--- config.mk ---
export PLATFORM = sky130hd
export DESIGN_NAME = muldiv_unit
export DESIGN_NICKNAME = d
export VERILOG_FILES = /design/src/rtl/muldiv_pkg.sv /design/src/rtl/div_iter.sv /design/src/rtl/muldiv_unit.sv
export SDC_FILE = /design/constraint.sdc
export NUM_CORES = 2
export LEC_CHECK = 0
export ABC_AREA = 1
export CORE_UTILIZATION = 25
export CTS_CLUSTER_DIAMETER = 120
export DETAILED_ROUTE_END_ITERATION = 8
export PLACE_DENSITY_LB_ADDON = 0.08
export SLEW_MARGIN = 20
export SYNTH_ARGS = -nofsm -noshare
export SYNTH_HDL_FRONTEND = slang
export SYNTH_SLANG_ARGS = --single-unit
--- constraint.sdc ---
create_clock -name clk -period 15.7 [get_ports clk]
set_input_delay 3.14 -clock clk [delete_from_list [all_inputs] [get_ports clk]]
set_output_delay 3.14 -clock clk [all_outputs]
set_load 0.05 [all_outputs]
--- src/rtl/muldiv_pkg.sv ---
// Shared encodings for the multiply/divide unit: operation codes, HI/LO read
// qualifiers and the controller state encoding.
package muldiv_pkg;

  localparam logic [1:0] OP_MULT  = 2'b00;
  localparam logic [1:0] OP_MULTU = 2'b01;
  localparam logic [1:0] OP_DIV   = 2'b10;
  localparam logic [1:0] OP_DIVU  = 2'b11;

  localparam logic [1:0] MOVE_NONE = 2'b00;
  localparam logic [1:0] MOVE_HI   = 2'b01;
  localparam logic [1:0] MOVE_LO   = 2'b10;
  localparam logic [1:0] MOVE_BOTH = 2'b11;

  // Wide enough to hold MULT_LAT-1 for the largest legal latency (8).
  localparam int MUL_CNT_W = 3;

  typedef enum logic [1:0] {
    ST_IDLE = 2'b00,
    ST_MUL  = 2'b01,
    ST_DIV  = 2'b10,
    ST_FIX  = 2'b11
  } state_t;

endpackage

--- src/rtl/div_iter.sv ---
// Unsigned restoring divider: one quotient bit per cycle, MSB first.
// Loads magnitudes on start, then runs WIDTH iterations. done is high during
// the cycle whose closing edge performs the final iteration, so quotient and
// remainder are final in the cycle after done.
module div_iter #(
  parameter int WIDTH = 32
) (
  input  logic             clk,
  input  logic             reset,
  input  logic             start,
  input  logic [WIDTH-1:0] dividend,
  input  logic [WIDTH-1:0] divisor,
  output logic             done,
  output logic [WIDTH-1:0] quotient,
  output logic [WIDTH-1:0] remainder
);

  localparam int CNT_W = $clog2(WIDTH);

  logic [WIDTH-1:0] rem_q, rem_d;
  logic [WIDTH-1:0] quo_q, quo_d;
  logic [WIDTH-1:0] dvs_q, dvs_d;
  logic [CNT_W-1:0] cnt_q, cnt_d;
  logic             run_q, run_d;

  // Partial remainder shifted left with the next dividend bit brought in.
  logic [WIDTH:0]   shifted;
  logic [WIDTH-1:0] sub;
  logic             ge;

  assign shifted = {rem_q, quo_q[WIDTH-1]};
  assign ge      = shifted >= {1'b0, dvs_q};
  // When ge holds the difference is below the divisor, so it fits in WIDTH bits.
  assign sub     = shifted[WIDTH-1:0] - dvs_q;

  // Next-state for the shift registers and the iteration counter.
  always_comb begin
    rem_d = rem_q;
    quo_d = quo_q;
    dvs_d = dvs_q;
    cnt_d = cnt_q;
    run_d = run_q;
    if (start) begin
      rem_d = '0;
      quo_d = dividend;
      dvs_d = divisor;
      cnt_d = CNT_W'(WIDTH - 1);
      run_d = 1'b1;
    end else if (run_q) begin
      rem_d = ge ? sub : shifted[WIDTH-1:0];
      quo_d = {quo_q[WIDTH-2:0], ge};
      if (cnt_q == '0) begin
        run_d = 1'b0;
      end else begin
        cnt_d = cnt_q - CNT_W'(1);
      end
    end
  end

  // Divider state registers; reset discards any division in progress.
  always_ff @(posedge clk or posedge reset) begin
    if (reset) begin
      rem_q <= '0;
      quo_q <= '0;
      dvs_q <= '0;
      cnt_q <= '0;
      run_q <= 1'b0;
    end else begin
      rem_q <= rem_d;
      quo_q <= quo_d;
      dvs_q <= dvs_d;
      cnt_q <= cnt_d;
      run_q <= run_d;
    end
  end

  assign done      = run_q && (cnt_q == '0);
  assign quotient  = quo_q;
  assign remainder = rem_q;

endmodule

--- src/rtl/muldiv_unit.sv ---
// Multi-cycle multiply/divide unit holding the architectural HI/LO registers.
// Raises a combinational stall request while busy whenever the execute stage
// wants the unit or HI/LO.
module muldiv_unit
  import muldiv_pkg::*;
#(
  parameter int MULT_LAT = 3,
  parameter int WIDTH    = 32
) (
  input  logic             clk,
  input  logic             reset,
  input  logic             starte,
  input  logic [1:0]       ope,
  input  logic [WIDTH-1:0] srcae,
  input  logic [WIDTH-1:0] srcbe,
  input  logic [1:0]       movee,
  input  logic             mthie,
  input  logic             mtloe,
  input  logic [WIDTH-1:0] wdatae,
  output logic [WIDTH-1:0] hi,
  output logic [WIDTH-1:0] lo,
  output logic             busy,
  output logic             stallreq
);

  state_t                 state_q, state_d;
  logic [WIDTH-1:0]       hi_q, hi_d;
  logic [WIDTH-1:0]       lo_q, lo_d;
  logic [WIDTH-1:0]       a_q, a_d;
  logic [WIDTH-1:0]       b_q, b_d;
  logic [1:0]             op_q, op_d;
  logic [MUL_CNT_W-1:0]   cnt_q, cnt_d;
  logic                   q_neg_q, q_neg_d;
  logic                   r_neg_q, r_neg_d;
  logic                   dz_q, dz_d;
  logic                   busy_q, busy_d;

  logic                   div_start;
  logic                   div_done;
  logic [WIDTH-1:0]       div_quo;
  logic [WIDTH-1:0]       div_rem;
  logic                   div_signed;
  logic [WIDTH-1:0]       mag_a;
  logic [WIDTH-1:0]       mag_b;

  logic                   mul_signed;
  logic [2*WIDTH-1:0]     ext_a;
  logic [2*WIDTH-1:0]     ext_b;
  logic [2*WIDTH-1:0]     product;

  // Divider magnitudes come straight from the operand bus on the accept cycle.
  assign div_signed = (ope == OP_DIV);
  assign mag_a      = (div_signed && srcae[WIDTH-1]) ? -srcae : srcae;
  assign mag_b      = (div_signed && srcbe[WIDTH-1]) ? -srcbe : srcbe;

  // Sign- or zero-extend to full width so the low 2W bits of the product are
  // correct for both mult and multu.
  assign mul_signed = (op_q == OP_MULT);
  assign ext_a      = {{WIDTH{mul_signed & a_q[WIDTH-1]}}, a_q};
  assign ext_b      = {{WIDTH{mul_signed & b_q[WIDTH-1]}}, b_q};
  assign product    = ext_a * ext_b;

  div_iter #(
    .WIDTH(WIDTH)
  ) u_div_iter (
    .clk      (clk),
    .reset    (reset),
    .start    (div_start),
    .dividend (mag_a),
    .divisor  (mag_b),
    .done     (div_done),
    .quotient (div_quo),
    .remainder(div_rem)
  );

  // Controller next-state: acceptance, multiply countdown, division
  // sequencing, sign fix-up and the mthi/mtlo writes.
  always_comb begin
    state_d   = state_q;
    hi_d      = hi_q;
    lo_d      = lo_q;
    a_d       = a_q;
    b_d       = b_q;
    op_d      = op_q;
    cnt_d     = cnt_q;
    q_neg_d   = q_neg_q;
    r_neg_d   = r_neg_q;
    dz_d      = dz_q;
    div_start = 1'b0;
    case (state_q)
      ST_IDLE: begin
        if (starte) begin
          a_d  = srcae;
          b_d  = srcbe;
          op_d = ope;
          if (ope[1] == 1'b0) begin
            state_d = ST_MUL;
            cnt_d   = MUL_CNT_W'(MULT_LAT - 1);
          end else begin
            state_d   = ST_DIV;
            div_start = 1'b1;
            q_neg_d   = div_signed & (srcae[WIDTH-1] ^ srcbe[WIDTH-1]);
            r_neg_d   = div_signed & srcae[WIDTH-1];
            dz_d      = (srcbe == '0);
          end
        end else begin
          if (mthie) hi_d = wdatae;
          if (mtloe) lo_d = wdatae;
        end
      end
      ST_MUL: begin
        if (cnt_q == '0) begin
          hi_d    = product[2*WIDTH-1:WIDTH];
          lo_d    = product[WIDTH-1:0];
          state_d = ST_IDLE;
        end else begin
          cnt_d = cnt_q - MUL_CNT_W'(1);
        end
      end
      ST_DIV: begin
        if (div_done) state_d = ST_FIX;
      end
      ST_FIX: begin
        if (dz_q) begin
          lo_d = '1;
          hi_d = a_q;
        end else begin
          lo_d = q_neg_q ? -div_quo : div_quo;
          hi_d = r_neg_q ? -div_rem : div_rem;
        end
        state_d = ST_IDLE;
      end
      default: state_d = ST_IDLE;
    endcase
    busy_d = (state_d != ST_IDLE);
  end

  // Controller and HI/LO registers; reset abandons any operation in flight.
  always_ff @(posedge clk or posedge reset) begin
    if (reset) begin
      state_q <= ST_IDLE;
      hi_q    <= '0;
      lo_q    <= '0;
      a_q     <= '0;
      b_q     <= '0;
      op_q    <= OP_MULT;
      cnt_q   <= '0;
      q_neg_q <= 1'b0;
      r_neg_q <= 1'b0;
      dz_q    <= 1'b0;
      busy_q  <= 1'b0;
    end else begin
      state_q <= state_d;
      hi_q    <= hi_d;
      lo_q    <= lo_d;
      a_q     <= a_d;
      b_q     <= b_d;
      op_q    <= op_d;
      cnt_q   <= cnt_d;
      q_neg_q <= q_neg_d;
      r_neg_q <= r_neg_d;
      dz_q    <= dz_d;
      busy_q  <= busy_d;
    end
  end

  assign hi       = hi_q;
  assign lo       = lo_q;
  assign busy     = busy_q;
  assign stallreq = busy_q & (starte | (movee != MOVE_NONE) | mthie | mtloe);

endmodule

==> impl_metrics.json <==
{
  "drcViolationCount": 0,
  "syn_to_final_growth_pct": 10.88,
  "track_usage": 0.2248,
  "finalHoldViolCount": 0,
  "clkSlewWorstSetupHoldPaths_ps": 70,
  "ant_nets": 0,
  "cts_setup_buffers": 0,
  "fillCellCount": 24990,
  "grt_pass1_wl_um": 373100,
  "cp_slowest_cell": "fa_1",
  "drt_iter0_markers": 3822,
  "insertion_delay_ps": 640,
  "worstPathRequired_ps": 16260,
  "cts_tree": "done",
  "crit_start": "op_q[0]",
  "die-area_mm2": 0.2287,
  "root_buffer": "clkbuf_16",
  "drt_pass1_iterations": 8,
  "grt_pass1_vias": 51360,
  "timing.slew.headroom": 0.2486,
  "antenna_found_initial": 14,
  "finalCritPeriodShare": 0.5933,
  "mappedNetlistArea_mm2": 0.05670,
  "seq_area_frac_synth": 0.1064,
  "hold_path_class": "register to register",
  "drive_gt1_frac": 0.03580,
  "finalWirelength_um": 255300,
  "yosys-top-cells-area": "fa_1, nand2_1, inv_1, dfrtp_1, ha_1",
  "tightest_slew_ps": 1127,
  "worstHoldStart": "a_q[25]",
  "hold_end": "a_q[25]",
  "async_reset_ff_frac": 1.000,
  "finClkSkew_ps": 65.70,
  "clock_path_buffers": 3,
  "worstRegToRegCells": 27,
  "worstReg2RegStart": "op_q[0]",
  "synthTopCellsByCount": "nand2_1, inv_1, fa_1",
  "holdPathStages": 2,
  "vias": 48810,
  "grt-ovfl-total": 0,
  "postCtsHoldBufs": 0,
  "finalWeightedCongestion": 0.9348,
  "syn-num-nets": 9043,
  "yosysTopAreaCell": "fa_1",
  "wl_per_cell_um": 24.23,
  "crit_fanout": 17,
  "netlist_instances": 7561,
  "viasPerCell": 4.633,
  "yosysTopAreaCellShare": 0.3976,
  "end_kind": "register",
  "die_x_um": 478.2,
  "numClockSinks": 241,
  "chipHeight_um": 478.2,
  "htreeDepth": 2,
  "synth_edf_count": 0,
  "startpoint_type": "register",
  "cts_resized": 0,
  "ys_warn_count": 0,
  "critPathKind": "register to register",
  "rsz0062_at_grt": "false",
  "cts_buffers": 37,
  "slew_violations": 0,
  "path_common_cell": "fa_1",
  "fin_nets": 8995,
  "slowest_delay_ps": 890,
  "port-buffer-count": 170,
  "rows": 174,
  "r2r_end": "hi[22]",
  "period_minus_slack_ps": 9315,
  "initial_utilization": 0.2519,
  "outcome": "complete, no violations",
  "grt_max_degree": 106,
  "setup_violations": 0,
  "core_area_mm2": 0.2251,
  "dpl.hpwl_um": 211600,
  "tns_ps": 0,
  "ys.flop_type": "dfrtp_1",
  "fmax_mhz": 107.4,
  "synth-seq-cells": 241,
  "syn_avg_cell_area_um2": 7.499,
  "ios": 171,
  "maxCapViolations": 0,
  "synth.most_common_cell": "nand2_1",
  "cp.arrival_ps": 9870,
  "synthDistinctLibCells": 56,
  "ff2ff_setup_slack_ps": 6390
}
==> critical path, delay by kind of cell (launching register included) <==
kind / cells / cell delay, ps
flip-flops: 1 / 380
adder cells (fa/ha/maj): 9 / 4800
buffers and inverters: 8 / 1640
AO/OA/AOI/OAI: 5 / 1420
AND/OR/NAND/NOR: 5 / 1000
==> per-layer routing <==
metal  share of wire  track usage  vias up
met4           0.017      0.03529        6
met5         0.00016            0        -
met3           0.045      0.01985      147
met1            0.48       0.3278    25250
li1                -            -    22080
met2            0.46       0.3651     1320
==> sequential cells by signal, summed over array words and instances, names as in the netlist, 2 cells and up <==
| name | cells |
|---|---|
| b_q | 32 |
| state_q | 2 |
| op_q | 2 |
| a_q | 32 |
| u_div_iter.remainder | 32 |
| cnt_q | 3 |
| u_div_iter.cnt_q | 5 |
| lo | 32 |
| u_div_iter.quotient | 32 |
| u_div_iter.dvs_q | 32 |
| hi | 32 |
==> worst max path at each step <==
| stage | end | slack, ps | depth (start not counted) |
|---|---|---|---|
| 4_1_cts | hi[22] | 6390 | 27 |
| 6_report | hi[22] | 6390 | 27 |
| 3_3_place_gp | hi[22] | 6420 | 26 |
| 5_1_grt | hi[22] | 5890 | 27 |
| 3_5_place_dp | hi[22] | 6430 | 27 |
| 2_1_floorplan | a_q[0] | 5940 | 1 |
==> area by class of cell <==
type / instances / area [µm²] / share of cell area
repair buffers: 275 / 2510 / 0.03992
well taps: 2992 / 3744 / 0.05954
clock buffers: 50 / 1065 / 0.01694
multi-input cells: 5034 / 42030 / 0.6685
inverters: 1924 / 7232 / 0.1150
clock inverters: 18 / 240.2 / 0.003821
diodes: 1 / 2.502 / 0.00003980
flip-flops and latches: 241 / 6052 / 0.09626
==> per-stage QoR <==
step | cells | instance area (µm²) | utilization | setup WS [ps] | hold WS [ps]
floorplan | 7561 | 56700 | - | 5944 | 450.9
global placement | 10470 | 61540 | 0.2734 | 6421 | 469.0
detailed placement | 10470 | 61540 | 0.2734 | 6425 | 478.5
CTS | 10530 | 62840 | 0.2792 | 6395 | 492.8
global route | 10530 | 62870 | 0.2793 | 5887 | 516.4
finish | 10540 | 62870 | 0.2793 | 6385 | 488.3
==> placed cells by master (no fill, tap or decap), drive strengths merged, types with 14 or more instances in the layout <==
| cell | netlist | final |
|---|---|---|
| o21ai | 316 | 316 |
| fa | 1126 | 1126 |
| xor2 | 38 | 38 |
| nor3 | 42 | 42 |
| nor4 | 14 | 14 |
| inv | 1924 | 1927 |
| nor2 | 455 | 455 |
| nand3 | 348 | 348 |
| o221ai | 27 | 27 |
| a31oi | 16 | 16 |
| clkbuf | 302 | 50 |
| o21bai | 25 | 25 |
| clkdlybuf4s50 | 0 | 170 |
| o211ai | 32 | 32 |
| nand4 | 60 | 60 |
| nand2 | 1932 | 1932 |
| a21oi | 202 | 202 |
| or2 | 41 | 41 |
| dfrtp | 241 | 241 |
| ha | 251 | 251 |
| xnor2 | 18 | 18 |
| buf | 60 | 105 |
| a21boi | 22 | 22 |
==> cells by family after synthesis <==
kind of cell               Yosys count  share of synthesized area
DFF                                241                     0.1064
AOI/OAI and AO/OA                  690                    0.06931
adders and majority gates         1377                     0.4529
buffers and inverters             2286                     0.1527
and+or+nand+nor                   2911                     0.2101
xor gates and xnor gates            56                   0.008650
Power is not shown: default switching activity piles up to over one toggle a cycle in this logic, so the estimate is an artifact.
